**src/rtl/sitcp_tx_scheduler.sv**
```systemverilog
// Round-robin packet scheduler feeding the SiTCP TCP TX FIFO port (TX_WR/TX_DATA/TX_FULL).
// Define SITCP_TX_HDR_EN to prefix each packet with a 2-byte header (0xA5, source index).
module sitcp_tx_scheduler #(
  parameter int NUM_SRC = 4
) (
  input  logic                 CLK,
  input  logic                 RSTn,
  input  logic                 MAIN_OPEN_ACK,
  input  logic                 CLOSE_REQ,
  output logic                 CLOSE_ACK,
  input  logic                 TX_FULL,
  output logic                 TX_WR,
  output logic [7:0]           TX_DATA,
  input  logic [NUM_SRC-1:0]   SRC_VALID,
  input  logic [8*NUM_SRC-1:0] SRC_DATA,
  input  logic [NUM_SRC-1:0]   SRC_LAST,
  output logic [NUM_SRC-1:0]   SRC_READY,
  output logic [NUM_SRC-1:0]   GRANT,
  output logic                 BUSY,
  output logic [15:0]          PKT_CNT,
  output logic [2:0]           DBG_STATE
);
  localparam int IW = $clog2(NUM_SRC);
  localparam logic [NUM_SRC-1:0] ONE = NUM_SRC'(1);

  typedef enum logic [2:0] {
    IDLE  = 3'd0,
    HDR0  = 3'd1,
    HDR1  = 3'd2,
    DATA  = 3'd3,
    DRAIN = 3'd4,
    CLOSE = 3'd5
  } state_t;

  state_t             state_q;
  logic [NUM_SRC-1:0] grant_q;
  logic [IW-1:0]      owner_q;
  logic               tx_wr_q;
  logic [7:0]         tx_data_q;
  logic               close_ack_q;
  logic [15:0]        pkt_cnt_q;

  logic               xfer;
  logic               sel_last;
  logic [7:0]         sel_data;
  logic               win_found;
  logic [IW-1:0]      win_idx;

  // Handshake: a byte moves on a cycle where SRC_VALID[g] and SRC_READY[g] are both high.
  always_comb begin
    SRC_READY = '0;
    if (state_q == DATA)
      SRC_READY = grant_q & {NUM_SRC{~TX_FULL & MAIN_OPEN_ACK}};
    else if (state_q == DRAIN)
      SRC_READY = grant_q;
  end

  assign xfer = |(SRC_VALID & SRC_READY);

  always_comb begin
    sel_last = 1'b0;
    sel_data = 8'h00;
    for (int i = 0; i < NUM_SRC; i++) begin
      if (IW'(i) == owner_q) begin
        sel_last = SRC_LAST[i];
        sel_data = SRC_DATA[8*i +: 8];
      end
    end
  end

  // owner_q keeps the last winner after the grant drops, so it doubles as the RR pointer.
  always_comb begin
    int idx;
    idx       = 0;
    win_found = 1'b0;
    win_idx   = '0;
    for (int k = 1; k <= NUM_SRC; k++) begin
      idx = (int'(owner_q) + k) % NUM_SRC;
      if (!win_found && SRC_VALID[IW'(idx)]) begin
        win_found = 1'b1;
        win_idx   = IW'(idx);
      end
    end
  end

  always_ff @(posedge CLK) begin
    if (!RSTn) begin
      state_q     <= IDLE;
      grant_q     <= '0;
      owner_q     <= IW'(NUM_SRC - 1);
      tx_wr_q     <= 1'b0;
      tx_data_q   <= 8'h00;
      close_ack_q <= 1'b0;
      pkt_cnt_q   <= 16'h0000;
    end else begin
      tx_wr_q     <= 1'b0;
      close_ack_q <= 1'b0;
      case (state_q)
        IDLE: begin
          if (CLOSE_REQ) begin
            state_q <= CLOSE;
          end else if (MAIN_OPEN_ACK && win_found) begin
            grant_q <= ONE << win_idx;
            owner_q <= win_idx;
`ifdef SITCP_TX_HDR_EN
            state_q <= HDR0;
`else
            state_q <= DATA;
`endif
          end
        end
`ifdef SITCP_TX_HDR_EN
        HDR0: begin
          if (!MAIN_OPEN_ACK) begin
            state_q <= DRAIN;
          end else if (!TX_FULL) begin
            tx_wr_q   <= 1'b1;
            tx_data_q <= 8'hA5;
            state_q   <= HDR1;
          end
        end
        HDR1: begin
          if (!MAIN_OPEN_ACK) begin
            state_q <= DRAIN;
          end else if (!TX_FULL) begin
            tx_wr_q   <= 1'b1;
            tx_data_q <= 8'(owner_q);
            state_q   <= DATA;
          end
        end
`endif
        DATA: begin
          if (xfer) begin
            tx_wr_q   <= 1'b1;
            tx_data_q <= sel_data;
            if (sel_last) begin
              state_q   <= IDLE;
              grant_q   <= '0;
              pkt_cnt_q <= pkt_cnt_q + 16'd1;
            end
          end else if (!MAIN_OPEN_ACK) begin
            state_q <= DRAIN;
          end
        end
        DRAIN: begin
          if (xfer && sel_last) begin
            state_q <= IDLE;
            grant_q <= '0;
          end
        end
        CLOSE: begin
          if (CLOSE_REQ) close_ack_q <= 1'b1;
          else           state_q     <= IDLE;
        end
        default: state_q <= IDLE;
      endcase
    end
  end

  assign TX_WR     = tx_wr_q;
  assign TX_DATA   = tx_data_q;
  assign CLOSE_ACK = close_ack_q;
  assign GRANT     = grant_q;
  assign BUSY      = (state_q != IDLE);
  assign PKT_CNT   = pkt_cnt_q;
  assign DBG_STATE = state_q;

endmodule

```
**config.mk**
```make
export PLATFORM = sky130hd
export DESIGN_NAME = sitcp_tx_scheduler
export DESIGN_NICKNAME = d
export VERILOG_FILES = /design/src/rtl/sitcp_tx_scheduler.sv
export SDC_FILE = /design/constraint.sdc
export NUM_CORES = 1
export LEC_CHECK = 0
export ABC_AREA = 1
export BUFFER_PORTS_ARGS = -buffer_cell sky130_fd_sc_hd__buf_2
export CAP_MARGIN = 20
export CELL_PAD_IN_SITES_DETAIL_PLACEMENT = 0
export CELL_PAD_IN_SITES_GLOBAL_PLACEMENT = 1
export CORE_AREA = 2 2 91 93
export DETAILED_ROUTE_END_ITERATION = 10
export DIE_AREA = 0 0 93 95
export GPL_ROUTABILITY_DRIVEN = 0
export PLACE_DENSITY = 0.8
export SLEW_MARGIN = 20
export SYNTH_ARGS = -nofsm -noshare
export SYNTH_HDL_FRONTEND = slang
export SYNTH_SLANG_ARGS = --single-unit
```
**constraint.sdc**
```tcl
create_clock -name CLK -period 1.94 [get_ports CLK]
set_input_delay 0.097 -clock CLK [delete_from_list [all_inputs] [get_ports CLK]]
set_output_delay 0.097 -clock CLK [all_outputs]
set_load 0.02 [all_outputs]
```
======== Yosys cells after proc, flatten, opt, wreduce, memory -nomap -nowiden ========
Cells that the tools add are included.
cells by class
  $mul .................................... 0
  div/mod/pow operators ................... 0
  mux-type cells .......................... 46
  shift operators ......................... 1
  equality and inequality tests ........... 15
  $add $sub $neg .......................... 5
  reduce and logical (&&, ||, !) cells .... 20
  bitwise operators ....................... 5
  order comparisons ....................... 4
operator list
  kind                     count
  $mux W8                  4
  $mux W4                  7
  $mux W3                  7
  $mux W1                  18
  $add A16 B1 Y16 const B  1
  $lt A2 B4 Y1 const B     4
  $pmux W3 S4              1
  $pmux W4 S3              1
  $ne A2 B2 Y1 const B     5
  $ne A3 B3 Y1 const B     3
  $and A4 B4 Y4            2
  $bmux W1 S2              4
  $mux W2                  4
  $eq A3 B3 Y1 const B     2
  $reduce_and A2 Y1        3
  $reduce_and A3 Y1        2
  $reduce_and A6 Y1        1
  $reduce_bool A3 Y1       2
  $logic_and A1 B1 Y1      5
  $reduce_and A5 Y1        1
  $add A2 B1 Y2 const B    2
  $add A2 B2 Y2 const B    2
  $eq A2 B2 Y1 const A     2
  $reduce_or A4 Y1         1
  9 further kinds          12
storage, ports and cells
  bits of input ports ..................... 45
  RAM bits ................................ 0
  logic and storage cells ................. 103
  ROM bits ................................ 0
  flip-flop bits (word level) ............. 35
  latch bits .............................. 0
  memories ................................ 0

======== Longest topological paths before layout ========
  depth in word-level cells ............... 18
  depth in mapped cells ................... 16
  gate-level depth less buffers ........... 15

======== Worst setup path before layout ========
OpenSTA, ideal clock, no wires.
  path type ............................... reg2reg
  start ................................... reg owner_q[0]
  end ..................................... reg pkt_cnt_q[12], in the netlist PKT_CNT[12]
  slack ................................... -21 ps
  library setup time ...................... 116 ps
  data required time ...................... 1824 ps
  cell stages (with the launch flop) ...... 15
  arrival time ............................ 1845 ps
  cells stage by stage .................... dfxtp_1 inv_2 ha_1 buf_2 inv_1 o21ai_1 nand2_1 o21ai_1 inv_1 nand2_2 nor2_4 buf_6 nand3_1 nand2_1 a21oi_1
on the way
  cells in the longest elaborated chain, start to end .. 6
  elaborated cells on any way between the ends .. 9
  those cells by class .................... eq/ne: 3; mux: 4; reduce/logical: 2
RTL lines
  what                           RTL line  text
  start: declaration             37        logic [IW-1:0] owner_q;
  start signal: assignment       90        owner_q <= IW'(NUM_SRC - 1);
  start signal: assignment       104       owner_q <= win_idx;
  $logic_not A2 Y1               64        if (IW'(i) == owner_q) begin
  $mux W1 (3 in a row)           64
  $mux W1 *                      64
  $reduce_and A3 Y1 (no line) *  --
  end signal: assignment         139       pkt_cnt_q <= pkt_cnt_q + 16'd1;
  end: declaration               41        logic [15:0] pkt_cnt_q;
Every way passes the cells marked *; elsewhere a longest branch is shown, timed or not.
A chain may end at the register's enable or synchronous reset.

======== Worst setup path in the final report ========
  start ................................... reg owner_q[1]
  end ..................................... reg owner_q[1]
on the way
  cells in the longest elaborated chain, start to end .. 16
  elaborated cells on any way between the ends .. 32
  those cells by class .................... add/sub: 4; mux: 20; reduce/logical: 8
RTL lines
  what                                        RTL line  text
  $add A2 B1 Y2                               78        idx = (int'(owner_q) + k) % NUM_SRC;
  $bmux W1 S2                                 79        if (!win_found && SRC_VALID[IW'(idx)]) begin
  $mux W1 (implied by the code) (2 in a row)  79
  $mux W1                                     79
  $logic_not A1 Y1                            79
  $logic_and A1 B1 Y1                         79
  $mux W1                                     79
  $logic_not A1 Y1                            79
  $logic_and A1 B1 Y1                         79
  $mux W1                                     79
  $logic_not A1 Y1                            79
  $logic_and A1 B1 Y1                         79
  $mux W1                                     79
  $logic_and A1 B1 Y1                         102       end else if (MAIN_OPEN_ACK && win_found) begin
  $reduce_and A3 Y1 (no line)                 --
Several ways; a longest one is shown, not always the timed one. The select of a mux whose other input is x is not followed.

==> flow_summary.ini <==
[clock_tree]
cts_buffers = 5
cts-root-buf = clkbuf_8
clk_pin_slew_ns = 0.07
htree_levels = 2
clock_sinks = 35
cts_tree = yes
worstSkewPairLatency_ns = 0.29
ctsHoldBuffers = 0
cts.path.max_buffers = 2

[power_and_ir_drop]
p_leak_nw = 1.59
total_power_mw = 2.70
ir_drop_mv = 0.492
power_density_nw_per_um2 = 843

[synthesis]
yosys_warnings = 0
synthesis.area_sq_um = 2370
async_flop_share_pct = 0
syn-num-nets = 423
synth_edf_count = 0
synth.top_cell.area_share_pct = 29.5
avgSynthCellArea_sq_um = 6.36
seq_area_frac_synth_pct = 29.5
ys_ff_latch = 35
yosys.cell_types.count = 29
syn-instance-count = 373
synth_top_cell_by_area = dfxtp_1
synth.area.top_cells = dfxtp_1 30%, nand2_1 15%, nand3_1 8.6%, inv_1 6.8%, a21oi_1 6.5%
synth-main-ff-cell = dfxtp_1

[route]
routed_via_density = 4.67
first_pass_iters = 4
drt-total-wl_um = 6900
drt_iter0_markers = 72
wire_per_inst_um = 11.9
vias = 2710
ant_nets = 0
remaining_drc_errors = 0

[grt]
antenna_found_initial = 0
gr-usage-all-layers_pct = 15.6
grt_pass1_vias = 2408
grt_max_degree = 24
grt_first_pass_wirelength_um = 11400
grt_overflow = 0

[floorplan]
die_y_um = 95
coreArea_sq_um = 7930
start_util_pct = 29.9
row_count = 33
dieArea_sq_um = 8840
io_pins = 83
die_x_um = 93

[worst_setup_path]
crit_chain = inv_2, ha_2, inv_2, nand3_1, nand2_2, inv_1, nand3_1, o21ai_1, nand2_1, a21oi_1, o21ai_0
slowest_delay_ns = 0.35
slowest_stage = dfxtp_2
cp-start-kind = flip-flop
cp_num_buf_inv = 3
crit_type = reg -> reg
critical_path.top_delay_family = compound AO/OA/AOI/OAI gates
cp_max_fo = 4
cp.required_ns = 2.11
crit_arrival_ns = 1.99
end_kind = flip-flop

[place]
post-place-ws_ns = -0.00627
placed_area_sq_um = 2980
portBuffers = 82
hpwl_um = 5350
dp_cells = 566

[worst_hold_path]
hp-class = in -> reg

[flow_run]
drv_cap = 0

[sta]
rsz0062_at_grt = true
clock_skew_ns = 0.00714
setup_ws_ns = 0.120
hold_violations = 0
fmax_ghz = 0.550
period_needed_ns = 1.82
worstMarginPinSlew_ns = 0.561
setup_viol_count_final = 0
fin_crit_sh_pct = 93.8
slew_viol_final = 0
slew_headroom_pct = 62.6

[finish]
antenna_cells = 0
areaGrowthSynthToFinish_pct = 34.7
final_nets = 524
nFillCells = 867
drive_gt1_share_pct = 33.3
final_cells = 580
finish.utilization_pct = 40.3
final_area_sq_um = 3200

[run_status]
outcome = finished, final reports clean
==> layer usage <==
metal  wire [um]  track usage, %
met5           0               0
met4          66            3.80
met3         438            3.19
met2        3240            27.1
met1        3150            20.0
==> power by group <==
part	internal, mW	switching, mW	total (mW)	leakage, nW
combinational	0.458	0.777	1.24	1.26
clock	0.324	0.274	0.599	0.0515
sequential	0.781	0.0806	0.862	0.284
==> area by class of cell <==
| class | instances | area (sq um) | area share (%) |
|---|---|---|---|
| multi-input cells | 280 | 1490 | 46.7 |
| flip-flops and latches | 35 | 712 | 22.3 |
| repair buffers | 104 | 576 | 18.0 |
| clock buffers | 8 | 100 | 3.13 |
| inverters | 48 | 185 | 5.79 |
| well taps | 105 | 131 | 4.11 |
==> final timing paths <==
| check | slack, ns | endpoint | cells after the start | start |
|---|---|---|---|---|
| hold / removal | 0.11 | TX_DATA[4] | 3 | SRC_DATA[28] |
| hold reg to reg | 0.48 | PKT_CNT[4] | 2 | PKT_CNT[4] |
| setup / recovery | 0.12 | owner_q[1] | 11 | owner_q[1] |
| setup reg to reg | 0.12 | owner_q[1] | 11 | owner_q[1] |
==> sequential cells by signal, summed over array words and instances (netlist names) <==
| signal | count |
|---|---|
| PKT_CNT | 16 |
| TX_DATA | 8 |
| GRANT | 4 |
| DBG_STATE | 3 |
| owner_q | 2 |
| CLOSE_ACK | 1 |
| TX_WR | 1 |
==> placed cells by master, fill, tap and decap left out, types with 4 or more instances in the layout <==
cell type | synthesis | final
inv_1 | 43 | 40
nor3_2 | 6 | 6
o21ai_1 | 10 | 10
o21ai_0 | 29 | 28
buf_4 | 2 | 22
a21oi_1 | 31 | 30
inv_2 | 2 | 5
clkbuf_8 | 0 | 7
nand2_2 | 4 | 7
a21oi_2 | 3 | 4
nand4_1 | 5 | 5
buf_2 | 3 | 82
nand3_2 | 4 | 6
nor2_1 | 24 | 22
dfxtp_1 | 35 | 30
nand2_1 | 98 | 94
nand3_1 | 41 | 39
nor3_1 | 7 | 7
==> synth_stat cells, types with 3 or more instances <==
cell type  count
a21oi_1       31
nand2_1       98
a21oi_2        3
buf_2          3
nor4_1         3
ha_1           5
nor3_2         6
nor2_1        24
clkbuf_1       4
o21ai_1       10
dfxtp_1       35
nand2_2        4
inv_1         43
nor3_1         7
nand4_1        5
o21ai_0       29
nand3_1       41
nand3_2        4
==> metrics by stage <==
step | hold slack [ns] | setup TNS (ns)
after floorplan | 0.235 | 0
after global placement | 0.400 | 0
after detailed placement | 0.408 | -0.00924
after CTS | 0.106 | 0
after global routing | 0.116 | -0.0224
final | 0.107 | 0
==> cell families (layout without fill, tap and decap cells) <==
group / count (synthesis) / after routing / synth area share [%]
AOI/OAI and AO/OA: 74 / 74 / 16.2
xor gates and xnor gates: 3 / 3 / 1.11
adders and majority gates: 5 / 5 / 2.64
buffers and inverters: 59 / 160 / 10.6
DFF: 35 / 35 / 29.5
and+or+nand+nor: 197 / 198 / 39.9
==> repair_timing <==
action                     4_1_cts  5_1_grt
setup endpoints to repair        2       32
setup buffers                    1        4
gates resized for setup          1       25
pin swaps                        0        4
cloned                           0        1
==> worst reg2reg max path, stage by stage (launching register included) <==
cell,delay [ns]
dfxtp_2,0.35
inv_2,0.06
ha_2,0.35
inv_2,0.05
nand3_1,0.08
nand2_2,0.06
inv_1,0.07
nand3_1,0.09
o21ai_1,0.19
nand2_1,0.14
a21oi_1,0.15
o21ai_0,0.10
Power figures use the tool's default switching activity.
